File: config.mk
export PLATFORM = sky130hd
export DESIGN_NAME = risc_mem_wb_flat
export DESIGN_NICKNAME = d
export VERILOG_FILES = /design/src/rtl/risc_mem_wb_pkg.sv /design/src/rtl/risc_mem_wb_if.sv /design/src/rtl/risc_mem_wb_mux.sv /design/src/rtl/risc_mem_wb.sv /design/src/flat_wrapper.sv
export SDC_FILE = /design/constraint.sdc
export NUM_CORES = 1
export LEC_CHECK = 0
export CAP_MARGIN = 20
export CORE_AREA = 2 2 137 139
export CTS_CLUSTER_DIAMETER = 60
export CTS_CLUSTER_SIZE = 40
export DETAILED_ROUTE_END_ITERATION = 8
export DIE_AREA = 0 0 139 141
export GPL_TIMING_DRIVEN = 0
export HOLD_SLACK_MARGIN = 0.1
export PLACE_DENSITY_LB_ADDON = 0.12
export SYNTH_ARGS = -nofsm -noshare
export SYNTH_HDL_FRONTEND = slang
export SYNTH_SLANG_ARGS = --single-unit
File: constraint.sdc
create_clock -name clk -period 4.7 [get_ports clk]
set_clock_uncertainty 0.05 [all_clocks]
set_input_delay 0.47 -clock clk [delete_from_list [all_inputs] [get_ports clk]]
set_output_delay 0.47 -clock clk [all_outputs]
set_load 0.02 [all_outputs]
File: src/rtl/risc_mem_wb_pkg.sv
// Shared encodings and state type for the RISC memory/write-back stage.
package risc_pkg;

  localparam logic [1:0] MD_F   = 2'b00;
  localparam logic [1:0] MD_MEM = 2'b01;
  localparam logic [1:0] MD_SLT = 2'b10;

  localparam logic [1:0] BS_NONE = 2'b00;
  localparam logic [1:0] BS_COND = 2'b01;
  localparam logic [1:0] BS_JR   = 2'b10;
  localparam logic [1:0] BS_JMP  = 2'b11;

  typedef enum logic {
    IDLE,
    MEM
  } state_t;

endpackage

File: src/rtl/risc_mem_wb_if.sv
// Data-memory req/ack bus; the stage is the master, the memory the slave.
interface risc_mem_wb_if #(
  parameter int DW = 32
);
  logic          req;
  logic          we;
  logic [DW-1:0] addr;
  logic [DW-1:0] wdata;
  logic          ack;
  logic [DW-1:0] rdata;

  modport master (output req, we, addr, wdata, input ack, rdata);
  modport slave  (input req, we, addr, wdata, output ack, rdata);
endinterface

File: src/rtl/risc_mem_wb_mux.sv
// Write-back value select driven by the MD control field.
module risc_wb_mux
  import risc_pkg::*;
#(
  parameter int DW = 32
) (
  input  logic [1:0]    md,
  input  logic [DW-1:0] f,
  input  logic [DW-1:0] rdata,
  input  logic          n_xor_v,
  output logic [DW-1:0] data
);

  always_comb begin
    data = f;
    case (md)
      MD_MEM:  data = rdata;
      MD_SLT:  data = {{(DW-1){1'b0}}, n_xor_v};
      default: data = f;
    endcase
  end

endmodule

File: src/rtl/risc_mem_wb.sv
// Memory/write-back stage: data-memory access with timeout, write-back select
// and branch resolution. Stalls EX while a memory access is outstanding.
module risc_mem_wb
  import risc_pkg::*;
#(
  parameter int            DW       = 32,
  parameter int            TIMEOUT  = 16,
  parameter logic [DW-1:0] ERR_DATA = '0
) (
  input  logic          clk,
  input  logic          reset,
  input  logic          ex_valid,
  output logic          ex_ready,
  input  logic          ex_rw,
  input  logic [4:0]    ex_da,
  input  logic [1:0]    ex_md,
  input  logic [1:0]    ex_bs,
  input  logic          ex_ps,
  input  logic          ex_mw,
  input  logic [DW-1:0] ex_f,
  input  logic          ex_z,
  input  logic          ex_n_xor_v,
  input  logic [DW-1:0] ex_mem_addr,
  input  logic [DW-1:0] ex_mem_wdata,
  input  logic [DW-1:0] ex_bra,
  input  logic [DW-1:0] ex_raa,
  risc_mem_wb_if.master dm,
  output logic          wb_we,
  output logic [4:0]    wb_da,
  output logic [DW-1:0] wb_data,
  output logic          br_take,
  output logic [DW-1:0] br_target,
  output logic          dm_err
);

  localparam int CW = (TIMEOUT < 2) ? 1 : $clog2(TIMEOUT + 1);

  state_t        state, state_next;
  logic [CW-1:0] cnt;
  logic          req_q, we_q;
  logic [DW-1:0] addr_q, wdata_q;
  logic          pend_load, pend_rw;
  logic [4:0]    pend_da;
  logic [DW-1:0] mux_data;
  logic          accept, is_mem, mem_ack, mem_timeout;

  assign dm.req   = req_q;
  assign dm.we    = we_q;
  assign dm.addr  = addr_q;
  assign dm.wdata = wdata_q;

  assign accept      = ex_valid && (state == IDLE);
  assign is_mem      = ex_mw || (ex_md == MD_MEM);
  assign mem_ack     = (state == MEM) && dm.ack;
  assign mem_timeout = (state == MEM) && !dm.ack && (cnt == CW'(TIMEOUT - 1));

  risc_wb_mux #(.DW(DW)) u_wb_mux (
    .md      (ex_md),
    .f       (ex_f),
    .rdata   (dm.rdata),
    .n_xor_v (ex_n_xor_v),
    .data    (mux_data)
  );

  always_ff @(posedge clk) begin
    if (reset) state <= IDLE;
    else       state <= state_next;
  end

  always_comb begin
    state_next = state;
    ex_ready   = 1'b0;
    case (state)
      IDLE: begin
        ex_ready = 1'b1;
        if (accept && is_mem) state_next = MEM;
      end
      MEM: begin
        if (mem_ack || mem_timeout) state_next = IDLE;
      end
      default: state_next = IDLE;
    endcase
  end

  // Write-back and branch strobes are single-cycle; R0 never gets written.
  always_ff @(posedge clk) begin
    if (reset) begin
      cnt       <= '0;
      req_q     <= 1'b0;
      we_q      <= 1'b0;
      addr_q    <= '0;
      wdata_q   <= '0;
      pend_load <= 1'b0;
      pend_rw   <= 1'b0;
      pend_da   <= '0;
      wb_we     <= 1'b0;
      wb_da     <= '0;
      wb_data   <= '0;
      br_take   <= 1'b0;
      br_target <= '0;
      dm_err    <= 1'b0;
    end else begin
      wb_we   <= 1'b0;
      br_take <= 1'b0;
      if (accept) begin
        case (ex_bs)
          BS_COND: if (ex_z == ex_ps) begin
            br_take   <= 1'b1;
            br_target <= ex_bra;
          end
          BS_JR: begin
            br_take   <= 1'b1;
            br_target <= ex_raa;
          end
          BS_JMP: begin
            br_take   <= 1'b1;
            br_target <= ex_bra;
          end
          default: ;
        endcase
        if (is_mem) begin
          req_q     <= 1'b1;
          we_q      <= ex_mw;
          addr_q    <= ex_mem_addr;
          wdata_q   <= ex_mem_wdata;
          pend_load <= !ex_mw;
          pend_rw   <= ex_rw;
          pend_da   <= ex_da;
          cnt       <= '0;
        end else begin
          wb_we   <= ex_rw && (ex_da != 5'd0);
          wb_da   <= ex_da;
          wb_data <= mux_data;
        end
      end else if (mem_ack) begin
        req_q <= 1'b0;
        if (pend_load) begin
          wb_we   <= pend_rw && (pend_da != 5'd0);
          wb_da   <= pend_da;
          wb_data <= dm.rdata;
        end
      end else if (mem_timeout) begin
        req_q  <= 1'b0;
        dm_err <= 1'b1;
        if (pend_load) begin
          wb_we   <= pend_rw && (pend_da != 5'd0);
          wb_da   <= pend_da;
          wb_data <= ERR_DATA;
        end
      end else if (state == MEM) begin
        cnt <= cnt + 1'b1;
      end
    end
  end

endmodule

File: src/flat_wrapper.sv
// flat-port wrapper written by rule: the top's interface ports become plain ports
module risc_mem_wb_flat import risc_pkg::*;
#(
  parameter int            DW       = 32,
  parameter int            TIMEOUT  = 16,
  parameter logic [DW-1:0] ERR_DATA = '0
)
  (clk, reset, ex_valid, ex_ready, ex_rw, ex_da, ex_md, ex_bs, ex_ps, ex_mw, ex_f, ex_z, ex_n_xor_v, ex_mem_addr, ex_mem_wdata, ex_bra, ex_raa, wb_we, wb_da, wb_data, br_take, br_target, dm_err, dm_req, dm_we, dm_addr, dm_wdata, dm_ack, dm_rdata);
  risc_mem_wb_if #(.DW(DW)) dm_i ();
  input  logic clk;
  input  logic reset;
  input  logic ex_valid;
  output logic ex_ready;
  input  logic ex_rw;
  input  logic [4:0] ex_da;
  input  logic [1:0] ex_md;
  input  logic [1:0] ex_bs;
  input  logic ex_ps;
  input  logic ex_mw;
  input  logic [DW-1:0] ex_f;
  input  logic ex_z;
  input  logic ex_n_xor_v;
  input  logic [DW-1:0] ex_mem_addr;
  input  logic [DW-1:0] ex_mem_wdata;
  input  logic [DW-1:0] ex_bra;
  input  logic [DW-1:0] ex_raa;
  output logic wb_we;
  output logic [4:0] wb_da;
  output logic [DW-1:0] wb_data;
  output logic br_take;
  output logic [DW-1:0] br_target;
  output logic dm_err;
  output wire logic [$bits(dm_i.req)-1:0] dm_req;
  output wire logic [$bits(dm_i.we)-1:0] dm_we;
  output wire logic [$bits(dm_i.addr)-1:0] dm_addr;
  output wire logic [$bits(dm_i.wdata)-1:0] dm_wdata;
  input wire logic [$bits(dm_i.ack)-1:0] dm_ack;
  input wire logic [$bits(dm_i.rdata)-1:0] dm_rdata;
  assign dm_req = dm_i.req;
  assign dm_we = dm_i.we;
  assign dm_addr = dm_i.addr;
  assign dm_wdata = dm_i.wdata;
  assign dm_i.ack = dm_ack;
  assign dm_i.rdata = dm_rdata;
  risc_mem_wb #(.DW(DW), .TIMEOUT(TIMEOUT), .ERR_DATA(ERR_DATA)) u_core (.clk(clk), .reset(reset), .ex_valid(ex_valid), .ex_ready(ex_ready), .ex_rw(ex_rw), .ex_da(ex_da), .ex_md(ex_md), .ex_bs(ex_bs), .ex_ps(ex_ps), .ex_mw(ex_mw), .ex_f(ex_f), .ex_z(ex_z), .ex_n_xor_v(ex_n_xor_v), .ex_mem_addr(ex_mem_addr), .ex_mem_wdata(ex_mem_wdata), .ex_bra(ex_bra), .ex_raa(ex_raa), .dm(dm_i), .wb_we(wb_we), .wb_da(wb_da), .wb_data(wb_data), .br_take(br_take), .br_target(br_target), .dm_err(dm_err));
endmodule
==> run summary <==
status: finished clean
#FFs+latches synth: 151
vias in the first global route: 6204
final setup fails: 0
Synth area leaders: dfxtp_1, nand2_1, a21oi_1
share of cells above drive strength 1: 0.06871
chip height: 141 µm
GRT overflow: 0
Slowest cell on crit path: clkbuf_1
WS Path Type: flip-flop to flip-flop
Min-Delay Path Class: input port to flip-flop
initial drt markers: 264
Yosys warning count: 0
Synth Area in Compound Gates: 0.2095
Post-Synthesis Cells: 698
XOR/XNOR share of the synthesized area: 0.002878
Synth top area share: 0.4967
min Tclk post-route: 2313 ps
leakage power: 0.003845 µW
Synth area leader: dfxtp_1
fillers: 1731
htree depth: 4
Placer Congestion: 0.7716
DRT Pass-1 Iters: 6
Max Fclk: 0.4324 GHz
DRC: 0
commonest non-fill, non-tap cell in the layout: clkdlybuf4s50_1
asr flop ratio synth: 0
PD cells: 347.7 nW/µm²
most frequently used flop master after synthesis: dfxtp_1
commonest non-fill, non-tap cells in the layout: clkdlybuf4s50_1, nand2_1, dfxtp_1
postcts setup bufs: 0
dpl cells: 1279
Final Max Tran Viols: 0
clock buffer depth: 2
CTS tree: done
Worst VDD drop: 261.2 µV
DR vias: 6347
first-pass GRT wire length: 33090 µm
Final Hold Fails: 0
clock sinks: 151
Reg clk slew, reported paths: 60 ps
Routed WL: 20980 µm
CP dominant cell by count: ha_1
Core ar.: 18270 µm²
Avg Cell Area, Syn: 8.719 µm²
Sum Neg Setup Slack: 0 ps
RSZ-0062 raised after global routing: no
overall power: 3648 µW
fin crit share: 0.4921
Slew Limit Headroom: 0.5919
Synth Area in Adders: 0.008224
DP HPWL: 15970 µm
nets: 1278
total track usage: 0.2112
PortBufs: 347
routing usage on met3: 0.06386
Worst-Margin Slew: 612.2 ps
sequential area share after synthesis: 0.4967
library cells used by synthesis: 40
crit end category: flip-flop
Max stage delay on crit path: 420 ps
GR Util met1: 0.2574
clk root buf: clkbuf_16
crit path cell chain: ha_1 > and3_1 > ha_1 > o211a_1 > a21oi_2 > clkbuf_1 > a221oi_1 > nor3_1
final non-filler cell total: 1312
chip width: 139 µm
Routed wire per std cell: 15.99 µm
hold_ws: 376.8 ps
mux cell area share after synthesis: 0.05428
largest family of logic cells by synthesized area: compound AO/OA/AOI/OAI gates
Simple-Gate Fraction of Synth Area: 0.1671
number of synthesized flops with an enable pin: 0
GR peak layer: met2
clock latency on the worst-skew pair: 420 ps
Vias per Instance: 4.838
largest net degree at the start of global routing: 17
fin util: 0.5743
number of max-cap violations: 0
Max Fanout on Critical Path: 10
Final ANT Viol Nets: 0
CP arrival: 2600 ps
hold-fix buffer count after cts: 0
Critical Path RT: 4980 ps
initial core utilization: 0.3332
grt met2 use: 0.3495
die area: 19600 µm²
io pins: 349
initial antenna violation count: 0
CTS resizes: 0
Mapped Nets: 912
row cnt: 50
area delta synth->final: 72.39%
mapped cell area: 6086 µm²
Worst Setup Start Kind: flip-flop
TritonCTS Buffers: 17
[kinds of logic (layout without fill, tap and decap cells)]
family          after synthesis  in the layout
flops                       151            151
xor+xnor                      2              2
buf+inv                      70            449
simple gates                247            247
other cells                   0              1
compound gates              191            191
fa+ha+maj                     4              4
mux                          33             33
[state kept, by name, summed over array words and instances, names as in the netlist]
name and flops:
u_core.br_target 32, u_core.dm.addr 32, u_core.dm.wdata 32, u_core.wb_data 32, u_core.cnt 5, u_core.pend_da 5
u_core.wb_da 5, u_core.br_take 1, u_core.dm.req 1, u_core.dm.we 1, u_core.dm_err 1, u_core.pend_load 1
u_core.pend_rw 1, u_core.state 1, u_core.wb_we 1
[where the power goes]
part           internal [µW]  total (µW)  switching, µW  leakage [µW]
Clock                    910        1480            566      0.000297
Sequential              1370        1410           44.4       0.00124
Combinational            396         761            366       0.00231
[stage by stage]
stage	cell area (µm²)	setup slack (ps)
global route	10490	2170
detailed placement	9852	2003
finish	10490	2387
CTS	10490	2355
global placement	9852	2004
floorplan	6086	2795
[layout make-up]
type / instances / area (µm²) / share of cell area
timing repair buffer: 347 / 3473 / 0.3311
sequential: 151 / 3023 / 0.2881
multi-input combinational: 477 / 2690 / 0.2564
clock buffer: 19 / 442.9 / 0.04222
buffer: 62 / 342.8 / 0.03268
tap: 234 / 292.8 / 0.02791
clock inverter: 13 / 193.9 / 0.01849
inverter: 8 / 30.03 / 0.002862
antenna: 1 / 2.502 / 0.0002385
[path summary, 6_finish.rpt]
kind | depth (start not counted) | end | slack (ps) | startpoint
worst max-delay path | 8 | u_core.wb_data[11] | 2390 | u_core.cnt[0]
worst max register to register | 8 | u_core.wb_data[11] | 2390 | u_core.cnt[0]
worst min-delay path | 3 | u_core.dm.req | 380 | reset
worst min register to register | 2 | u_core.dm.addr[1] | 400 | u_core.dm.addr[1]
[critical path: cells and delay by family, from the launching register on]
family	cells	cell delay [ps]
buffers and inverters	1	420
adder cells (fa/ha/maj)	2	430
flip-flops	1	330
AND/OR/NAND/NOR	2	390
AO/OA/AOI/OAI	3	610
[metal layers]
| layer | wire length, µm | share of wire |
|---|---|---|
| met4 | 605 | 0.029 |
| met5 | 0 | 0 |
| met2 | 10010 | 0.48 |
| met3 | 1442 | 0.069 |
| met1 | 8915 | 0.42 |
[synth_stat cells, types with 5 or more instances]
| library cell | n |
|---|---|
| a211oi_1 | 27 |
| mux2i_1 | 33 |
| buf_2 | 16 |
| inv_1 | 8 |
| a311oi_1 | 5 |
| nor2_1 | 45 |
| dfxtp_1 | 151 |
| buf_6 | 10 |
| clkbuf_1 | 34 |
| nor3_1 | 29 |
| a221oi_1 | 31 |
| a211oi_2 | 7 |
| a21oi_1 | 106 |
| nand2_1 | 156 |
Note: power is estimated with default switching activity, not from simulation.
